## src/rtl/pipe_ctrl_pkg.sv

```systemverilog
// Shared types and constants for the pipeline sequencing controller.
package pipe_ctrl_pkg;

  // Stall vector is {wb,mem,ex,id,if,pc}; a set bit holds that stage's register.
  localparam logic [5:0] STALL_NONE = 6'b000000;
  localparam logic [5:0] STALL_ID   = 6'b000111;
  localparam logic [5:0] STALL_EX   = 6'b001111;

  localparam int unsigned MC_W_DEF   = 6;
  localparam int unsigned PERF_W_DEF = 32;

  typedef enum logic {
    IDLE    = 1'b0,
    MC_BUSY = 1'b1
  } state_t;

endpackage

```

## src/rtl/pipe_ctrl_if.sv

```systemverilog
// Bundle between the id/ex/redirect logic and the pipeline sequencing controller.
interface pipe_ctrl_if
  import pipe_ctrl_pkg::*;
#(
  parameter int unsigned MC_W   = MC_W_DEF,
  parameter int unsigned PERF_W = PERF_W_DEF
) ();

  logic              stallreq_id;
  logic              ex_mc_start;
  logic [MC_W-1:0]   ex_mc_cycles;
  logic              flush_req;
  logic [5:0]        stall;
  logic              flush;
  logic              ex_mc_busy;
  logic              ex_mc_done;
  logic [PERF_W-1:0] stall_cnt;

  // Pipeline side: raises requests, consumes stall/flush.
  modport master (
    output stallreq_id, ex_mc_start, ex_mc_cycles, flush_req,
    input  stall, flush, ex_mc_busy, ex_mc_done, stall_cnt
  );

  // Controller side.
  modport slave (
    input  stallreq_id, ex_mc_start, ex_mc_cycles, flush_req,
    output stall, flush, ex_mc_busy, ex_mc_done, stall_cnt
  );

endinterface

```

## src/rtl/pipe_ctrl_perf_sat_counter.sv

```systemverilog
// Enable-driven saturating event counter; sticks at all-ones instead of wrapping.
module perf_sat_counter #(
  parameter int unsigned WIDTH = 32
) (
  input  logic             clk,
  input  logic             rst,
  input  logic             en,
  output logic [WIDTH-1:0] count
);

  // Count enabled cycles, holding once the maximum value is reached.
  always_ff @(posedge clk or posedge rst) begin
    if (rst) begin
      count <= '0;
    end else if (en && (count != '1)) begin
      count <= count + 1'b1;
    end
  end

endmodule

```

## src/rtl/pipe_ctrl.sv

```systemverilog
// Pipeline sequencing controller: merges the ID load-use stall with multi-cycle
// EX occupancy, handles flush abort and counts stalled cycles.
module pipe_ctrl
  import pipe_ctrl_pkg::*;
#(
  parameter int unsigned MC_W   = MC_W_DEF,
  parameter int unsigned PERF_W = PERF_W_DEF
) (
  input logic        clk,
  input logic        rst,
  pipe_ctrl_if.slave bus
);

  state_t          state;
  state_t          state_nxt;
  logic [MC_W-1:0] cnt;
  logic [MC_W-1:0] cnt_nxt;

  logic            mc_start_ok;
  logic            ex_stall;
  logic [5:0]      stall_v;
  logic            flush_v;
  logic            busy_v;
  logic            done_v;
  logic            stall_any;

  // Ops of length 0 or 1 complete in a single EX cycle and never occupy the FSM.
  assign mc_start_ok = bus.ex_mc_start && (bus.ex_mc_cycles >= MC_W'(2));

  // State and occupancy counter register.
  always_ff @(posedge clk or posedge rst) begin
    if (rst) begin
      state <= IDLE;
      cnt   <= '0;
    end else begin
      state <= state_nxt;
      cnt   <= cnt_nxt;
    end
  end

  // Next-state: flush aborts any op and drops a coincident start.
  always_comb begin
    state_nxt = state;
    cnt_nxt   = cnt;
    if (bus.flush_req) begin
      state_nxt = IDLE;
      cnt_nxt   = '0;
    end else begin
      case (state)
        IDLE: begin
          if (mc_start_ok) begin
            state_nxt = MC_BUSY;
            cnt_nxt   = bus.ex_mc_cycles - MC_W'(1);
          end
        end
        MC_BUSY: begin
          if (cnt > MC_W'(1)) begin
            cnt_nxt = cnt - MC_W'(1);
          end else begin
            state_nxt = IDLE;
            cnt_nxt   = '0;
          end
        end
        default: begin
          state_nxt = IDLE;
          cnt_nxt   = '0;
        end
      endcase
    end
  end

  // Outputs: combinational, all forced low during reset; flush overrides everything.
  always_comb begin
    ex_stall = 1'b0;
    stall_v  = STALL_NONE;
    flush_v  = 1'b0;
    busy_v   = 1'b0;
    done_v   = 1'b0;
    if (!rst) begin
      if (bus.flush_req) begin
        flush_v = 1'b1;
      end else begin
        case (state)
          IDLE: begin
            ex_stall = mc_start_ok;
            busy_v   = mc_start_ok;
          end
          MC_BUSY: begin
            busy_v   = 1'b1;
            done_v   = (cnt <= MC_W'(1));
            ex_stall = (cnt > MC_W'(1));
          end
          default: ;
        endcase
        if (ex_stall) begin
          stall_v = STALL_EX;
        end else if (bus.stallreq_id) begin
          stall_v = STALL_ID;
        end
      end
    end
  end

  assign stall_any      = (stall_v != STALL_NONE);
  assign bus.stall      = stall_v;
  assign bus.flush      = flush_v;
  assign bus.ex_mc_busy = busy_v;
  assign bus.ex_mc_done = done_v;

  perf_sat_counter #(
    .WIDTH(PERF_W)
  ) u_perf (
    .clk  (clk),
    .rst  (rst),
    .en   (stall_any),
    .count(bus.stall_cnt)
  );

endmodule

```

## src/flat_wrapper.sv

```systemverilog
// flat-port wrapper written by rule: the top's interface ports become plain ports
module pipe_ctrl_flat import pipe_ctrl_pkg::*;
#(
  parameter int unsigned MC_W   = MC_W_DEF,
  parameter int unsigned PERF_W = PERF_W_DEF
)
  (clk, rst, bus_stallreq_id, bus_ex_mc_start, bus_ex_mc_cycles, bus_flush_req, bus_stall, bus_flush, bus_ex_mc_busy, bus_ex_mc_done, bus_stall_cnt);
  pipe_ctrl_if #(.MC_W(MC_W), .PERF_W(PERF_W)) bus_i ();
  input logic clk;
  input logic rst;
  input wire logic [$bits(bus_i.stallreq_id)-1:0] bus_stallreq_id;
  input wire logic [$bits(bus_i.ex_mc_start)-1:0] bus_ex_mc_start;
  input wire logic [$bits(bus_i.ex_mc_cycles)-1:0] bus_ex_mc_cycles;
  input wire logic [$bits(bus_i.flush_req)-1:0] bus_flush_req;
  output wire logic [$bits(bus_i.stall)-1:0] bus_stall;
  output wire logic [$bits(bus_i.flush)-1:0] bus_flush;
  output wire logic [$bits(bus_i.ex_mc_busy)-1:0] bus_ex_mc_busy;
  output wire logic [$bits(bus_i.ex_mc_done)-1:0] bus_ex_mc_done;
  output wire logic [$bits(bus_i.stall_cnt)-1:0] bus_stall_cnt;
  assign bus_i.stallreq_id = bus_stallreq_id;
  assign bus_i.ex_mc_start = bus_ex_mc_start;
  assign bus_i.ex_mc_cycles = bus_ex_mc_cycles;
  assign bus_i.flush_req = bus_flush_req;
  assign bus_stall = bus_i.stall;
  assign bus_flush = bus_i.flush;
  assign bus_ex_mc_busy = bus_i.ex_mc_busy;
  assign bus_ex_mc_done = bus_i.ex_mc_done;
  assign bus_stall_cnt = bus_i.stall_cnt;
  pipe_ctrl #(.MC_W(MC_W), .PERF_W(PERF_W)) u_core (.clk(clk), .rst(rst), .bus(bus_i));
endmodule
```

## config.mk

```make
export PLATFORM = sky130hd
export DESIGN_NAME = pipe_ctrl_flat
export DESIGN_NICKNAME = d
export VERILOG_FILES = /design/src/rtl/pipe_ctrl_pkg.sv /design/src/rtl/pipe_ctrl_if.sv /design/src/rtl/pipe_ctrl_perf_sat_counter.sv /design/src/rtl/pipe_ctrl.sv /design/src/flat_wrapper.sv
export SDC_FILE = /design/constraint.sdc
export NUM_CORES = 1
export LEC_CHECK = 0
export ABC_AREA = 0
export BUFFER_PORTS_ARGS = -buffer_cell sky130_fd_sc_hd__buf_2
export CORE_MARGIN = 10
export CORE_UTILIZATION = 58
export DETAILED_ROUTE_END_ITERATION = 12
export PLACE_DENSITY = 0.85
export REMOVE_ABC_BUFFERS = 1
export SETUP_SLACK_MARGIN = 0.15
export SYNTH_ARGS = -nofsm -noshare
export SYNTH_HDL_FRONTEND = slang
export SYNTH_SLANG_ARGS = --single-unit
```

## constraint.sdc

```tcl
create_clock -name clk -period 4.9 [get_ports clk]
set_input_delay 0.49 -clock clk [delete_from_list [all_inputs] [get_ports clk]]
set_output_delay 0.49 -clock clk [all_outputs]
set_load 0.02 [all_outputs]
```

; Word level (Yosys, flattened, before mapping)
; Index checks and enable logic that the tools add are counted.
[word_totals]
register_bits = 39
in_bits = 11
output_inout_bits = 41
word_cells = 38
[op_classes]
addsub = 3
n_lt_le_gt_ge = 3
n_eq_ne = 2
muxes = 23
n_bitwise = 1
reduce_logical = 3
[op_table]
columns = operator, n
row1 = 2-to-1 mux 6 bit, 6
row2 = adder 32 x 1 -> 32 bit (second input constant), 1
row3 = inequality test 32 bit (second input constant), 1
row4 = 2-to-1 mux 1 bit, 12
row5 = one-hot mux 6 bit (2 select lines), 1
row6 = subtractor 6 x 1 -> 6 bit (second input constant), 2
row7 = >= comparator 6 x 2 -> 1 bit (second input constant), 1
row8 = greater-than comparator 6 x 1 -> 1 bit (second input constant), 1
row9 = less-or-equal comparator 6 x 1 -> 1 bit (second input constant), 1
row10 = one-hot mux 1 bit (2 select lines), 3
row11 = nonzero test 6 bit, 1
row12 = 2-to-1 mux 3 bit, 1
row13 = inequality test 3 x 2 -> 1 bit (second input constant), 1
row14 = logical AND 1 bit, 2
row15 = inverter 1 bit, 1

; Depth between registers and ports, before layout
[depth]
ltp_word = 10
depth_mapped = 8
ltp_nobuf = 7

; Cells and area by module
; Synthesis repeated with hierarchy kept, for this count alone.
[unflattened]
hier_cells = 238
hier_area_um2 = 2374.8
[by_module_without_submodules]
columns = module, n_inst, cells_each, area_each_um2, seq_area_each_um2
row1 = perf_sat_counter, 1, 153, 1635.3, 800.8
row2 = pipe_ctrl, 1, 85, 739.5, 175.2

; Least setup slack after synthesis
; No wires, ideal clock.
[synth_timing]
kind = input-to-output
from = input port bus_ex_mc_cycles[0]
to = output port bus_stall[1]
t_arrival_ps = 1929
required_time_ps = 4410
path_slack_ps = 2481
path_stages = 7
path_buffers = 2
cell_sequence = inv_1 ha_1 or3_2 o22ai_2 o41ai_4 buf_6 buf_4
[synth_between]
elab_chain_len = 8
[synth_rtl]
columns = item, line
row1 = from (decl), flat_wrapper.sv:13  ; input wire logic [$bits(bus_i.ex_mc_cycles)-1:0] bus_ex_mc_cycles;
row2 = >= comparator 6 x 2 -> 1 bit, pipe_ctrl.sv:28  ; assign mc_start_ok = bus.ex_mc_start && (bus.ex_mc_cycles >= MC_W'(2));
row3 = logical AND 1 bit, pipe_ctrl.sv:28
row4 = one-hot mux 1 bit (2 select lines), pipe_ctrl.sv:83  ; case (state)
row5 = 2-to-1 mux 1 bit, pipe_ctrl.sv:80  ; if (bus.flush_req) begin
row6 = 2-to-1 mux 1 bit, pipe_ctrl.sv:79  ; if (!rst) begin
row7 = 2-to-1 mux 6 bit, pipe_ctrl.sv:95  ; if (ex_stall) begin
row8 = 2-to-1 mux 6 bit, pipe_ctrl.sv:80
row9 = 2-to-1 mux 6 bit, pipe_ctrl.sv:79
row10 = to (decl), flat_wrapper.sv:15  ; output wire logic [$bits(bus_i.stall)-1:0] bus_stall;
; Every way passes these cells. The select of a mux whose other input is x is not followed.

; Worst setup path in the final report
[layout_timing]
from = register u_core.u_perf.count[0]
to = register u_core.u_perf.count[1]
[layout_between]
elab_chain_len = 2
elab_cells_between_ends = 3
cone_classes = add/sub: 1 / eq/ne: 1 / reduce/logical: 1
[layout_rtl]
columns = item, line
row1 = from (decl), pipe_ctrl_perf_sat_counter.sv:8  ; output logic [WIDTH-1:0] count
row2 = from (signal assigned), pipe_ctrl_perf_sat_counter.sv:16  ; count <= count + 1'b1;
row3 = "parallel branches: the longest is 2 deep, another holds adder 32 x 1 -> 32 bit", -
; Parallel ways; which one is timed is not known.
; A chain may end at the register's enable or synchronous reset.

==> results.tsv <==
stage	metric	value	unit
finish	ANT cells	0	
clocking	TritonCTS buffer count	5	
global_route	gr usage total	0.149	
outcome	status	complete, no violations	
critical_path	crit path DAT	3040	ps
clocking	CTS Hold Buffers Added	0	
finish	# fillers	324	
timing	setup_tns	0	ps
route	DR iter-0 viols	108	
power_and_ir_drop	Pint	561	µW
synthesis	EDFF count, synth	0	
critical_path	critical path class	flip-flop to flip-flop	
placement	post-placement cell area	2570	µm²
finish	final instance area	2680	µm²
timing	max_slew headroom	0.356	
power_and_ir_drop	Worst VDD drop	0.326	mV
placement	placed insts	317	
power_and_ir_drop	Pleak	1.25	nW
route	Initial DRT Pass Iterations	4	
timing	crit share post-route	0.584	
power_and_ir_drop	pwr/cell area	311	nW/µm²
floorplanning	Cell Rows	23	
synthesis	post-synth cell types	47	
timing	fin crit period	2860	ps
clocking	CTS resizes	0	
flow_run	max_cap viols	0	
critical_path	CP Launch Type	flip-flop	
synthesis	share of the yosys chip area belonging to registers	0.417	
placement	hpwl dp	3930	µm
power_and_ir_drop	Sw Pwr	272	µW
clocking	clk root buf	clkbuf_8	
finish	Layout Nets	290	
clocking	Post-CTS Setup Bufs	0	
power_and_ir_drop	Gate power share	0.239	
critical_path	worst reg2reg path startpoint	u_core.u_perf.count[0]	
synthesis	Syn Inst Count	226	
power_and_ir_drop	Switching Share	0.326	
finish	non-filler cells, final	325	
critical_path	FF-to-FF path depth	6	
timing	Fin Clk Skew	6.59	ps
global_route	global-route wire length before repair	8740	µm
floorplanning	starting density of the core	0.593	
global_route	vias in the first global route	1878	
timing	Final WS setup	2040	ps
global_route	antenna violations before repair	0	
critical_path	CP max FO	20	
placement	pre-CTS setup slack	2100	ps
critical_path	CP Capture Type	flip-flop	
route	Post-Route WL	5200	µm
critical_path	setup slack, reg-to-reg	2040	ps
clocking	CTS tree	done	
critical_path	CP Launch Point	u_core.u_perf.count[0]	
critical_path	r2r endpoint	u_core.u_perf.count[1]	
placement	placer congestion estimate	0.803	
floorplanning	Die Y	83.5	µm
floorplanning	die width	83.5	µm
clocking	clk slew on worst S/H paths	70	ps
floorplanning	core area	3940	µm²
route	DRC Markers	0	
route	via count	1899	
synthesis	Synth Cell Area	2340	µm²
global_route	GR Overflow Total	0	
timing	Max Transition Viols Final	0	
clocking	clock sink total	39	
clocking	Clock Latency Late Sink	290	ps
timing	unrepaired setup endpoints after global routing	false	
placement	PortBufs	49	
timing	Slew @ Worst Pin	963	ps
timing	Fmax	349	MHz
route	Wirelength per Cell	16.0	µm
synthesis	Mean Syn Cell Area	10.3	µm²
finish	share of cells above drive strength 1	0.280	
clocking	htree depth	2	
synthesis	Primary FF master, synth	dfrtp_1	
critical_path	Critical Path RT	5070	ps
route	post-detailed-route count of antenna-violating nets	0	
synthesis	FF+latch count, synth	39	
floorplanning	# IOs	52	
timing	Fin. Hold Viols	0	
synthesis	Synth Warn #	0	
power_and_ir_drop	sequential share of power	0.474	
timing	Setup-failing EPs final	0	
global_route	largest net degree at the start of global routing	40	
clocking	clk buf depth	2	
route	vias per cell	5.84	
finish	area grow syn2layout	14.6	%
worst_hold_path	worst min-delay path class	input pin to asynchronous set/reset pin	
critical_path	CP Capture Point	u_core.u_perf.count[1]	
power_and_ir_drop	clock power share	0.287	
synthesis	async set-reset flop share out of synthesis	1.00	
floorplanning	die area	6970	µm²
per-layer routing:
metal,global-route usage,vias up,routed length [µm]
li1,-,909,-
met1,0.171,931,2210
met2,0.254,53,2590
met3,0.0479,6,355
met4,0.0533,0,49
met5,0,-,0
power by group through the flow:
stage	Clock (mW)	Sequential [mW]	Combinational, mW
floorplan	0	0.420	0.112
global placement	0	0.398	0.194
detailed placement	0	0.400	0.201
CTS	0.244	0.394	0.203
global route	0.258	0.402	0.221
finish	0.239	0.395	0.199
state kept, by name (all words and copies together) (netlist names):
signal / flops
u_core.cnt: 6
u_core.u_perf.count: 32
u_core.state: 1
metrics by stage:
| stage | hold WS, ps | total power [mW] | utilization |
|---|---|---|---|
| 4_1_cts | 388 | 0.841 | 0.679 |
| 5_1_grt | 423 | 0.880 | 0.679 |
| 3_5_place_dp | 503 | 0.601 | 0.653 |
| 3_3_place_gp | 483 | 0.593 | 0.653 |
| 6_report | 361 | 0.833 | 0.679 |
| 2_1_floorplan | 511 | 0.532 | - |
cell families after synthesis:
kind of cell / share of synthesized area
compound gates: 0.0706
mux: 0.0134
flops: 0.417
buf+inv: 0.0546
other cells: 0.00160
simple gates: 0.285
xor+xnor: 0.131
fa+ha+maj: 0.0268
cells in the mapped netlist, drive strengths merged, types with 3 or more instances:
library cell,number,area share
nand3b,3,0.014
nor4,5,0.016
nand2,11,0.018
xnor2,33,0.12
nor3,6,0.022
and3,10,0.027
o22ai,3,0.011
a22o,4,0.015
or3,5,0.014
nand3,18,0.041
nor2,13,0.021
buf,9,0.035
nand4,19,0.059
dfrtp,39,0.42
and4,4,0.015
ha,5,0.027
inv,10,0.016
cell type report:
| type | count | area, µm² | area share |
|---|---|---|---|
| clock inverters | 1 | 7.51 | 0.00280 |
| well taps | 50 | 62.6 | 0.0234 |
| flip-flops and latches | 39 | 976 | 0.364 |
| multi-input cells | 167 | 1240 | 0.462 |
| repair buffers | 51 | 260 | 0.0972 |
| clock buffers | 7 | 96.3 | 0.0360 |
| inverters | 10 | 37.5 | 0.0140 |
how the worst min path moves through the flow:
stage / startpoint / endpoint / cells past startpoint
after floorplan: u_core.cnt[1] / u_core.cnt[1] / 1
after detailed placement: u_core.u_perf.count[15] / u_core.u_perf.count[15] / 1
after global routing: rst / u_core.u_perf.count[24] / 3
after global placement: u_core.u_perf.count[16] / u_core.u_perf.count[16] / 1
after CTS: rst / u_core.u_perf.count[28] / 3
final: rst / u_core.cnt[5] / 3
cell usage in the layout, fill, tap and decap left out, types with 2 or more instances in the layout:
| cell type | synthesis | routed |
|---|---|---|
| nand4_2 | 3 | 3 |
| ha_1 | 5 | 5 |
| nand2_1 | 11 | 11 |
| or3_2 | 2 | 2 |
| nand3b_2 | 3 | 3 |
| mux2i_1 | 2 | 2 |
| xnor2_1 | 33 | 33 |
| nand4_1 | 16 | 16 |
| clkbuf_8 | 0 | 7 |
| conb_1 | 1 | 2 |
| a22o_1 | 4 | 4 |
| nor3_4 | 2 | 2 |
| o22ai_1 | 2 | 2 |
| nor3_1 | 4 | 4 |
| buf_4 | 5 | 2 |
| nand3_1 | 17 | 17 |
| xor2_1 | 2 | 2 |
| and4_1 | 4 | 4 |
| nor2_1 | 13 | 13 |
| dfrtp_1 | 39 | 39 |
| or3_1 | 3 | 3 |
| nand2b_1 | 2 | 2 |
| nor4_1 | 4 | 4 |
| and3_1 | 10 | 10 |
| a31o_1 | 2 | 2 |
| inv_1 | 10 | 10 |
| and2_1 | 2 | 2 |
| buf_2 | 0 | 49 |
worst max-delay path, stage by stage, from the launching register on:
cell,delay [ps]
dfrtp_1,420
ha_1,220
and4_1,260
and3_1,290
nand4_1,790
nand2_1,410
mux2_1,350
No activity file was read; power rests on OpenSTA's default activity.
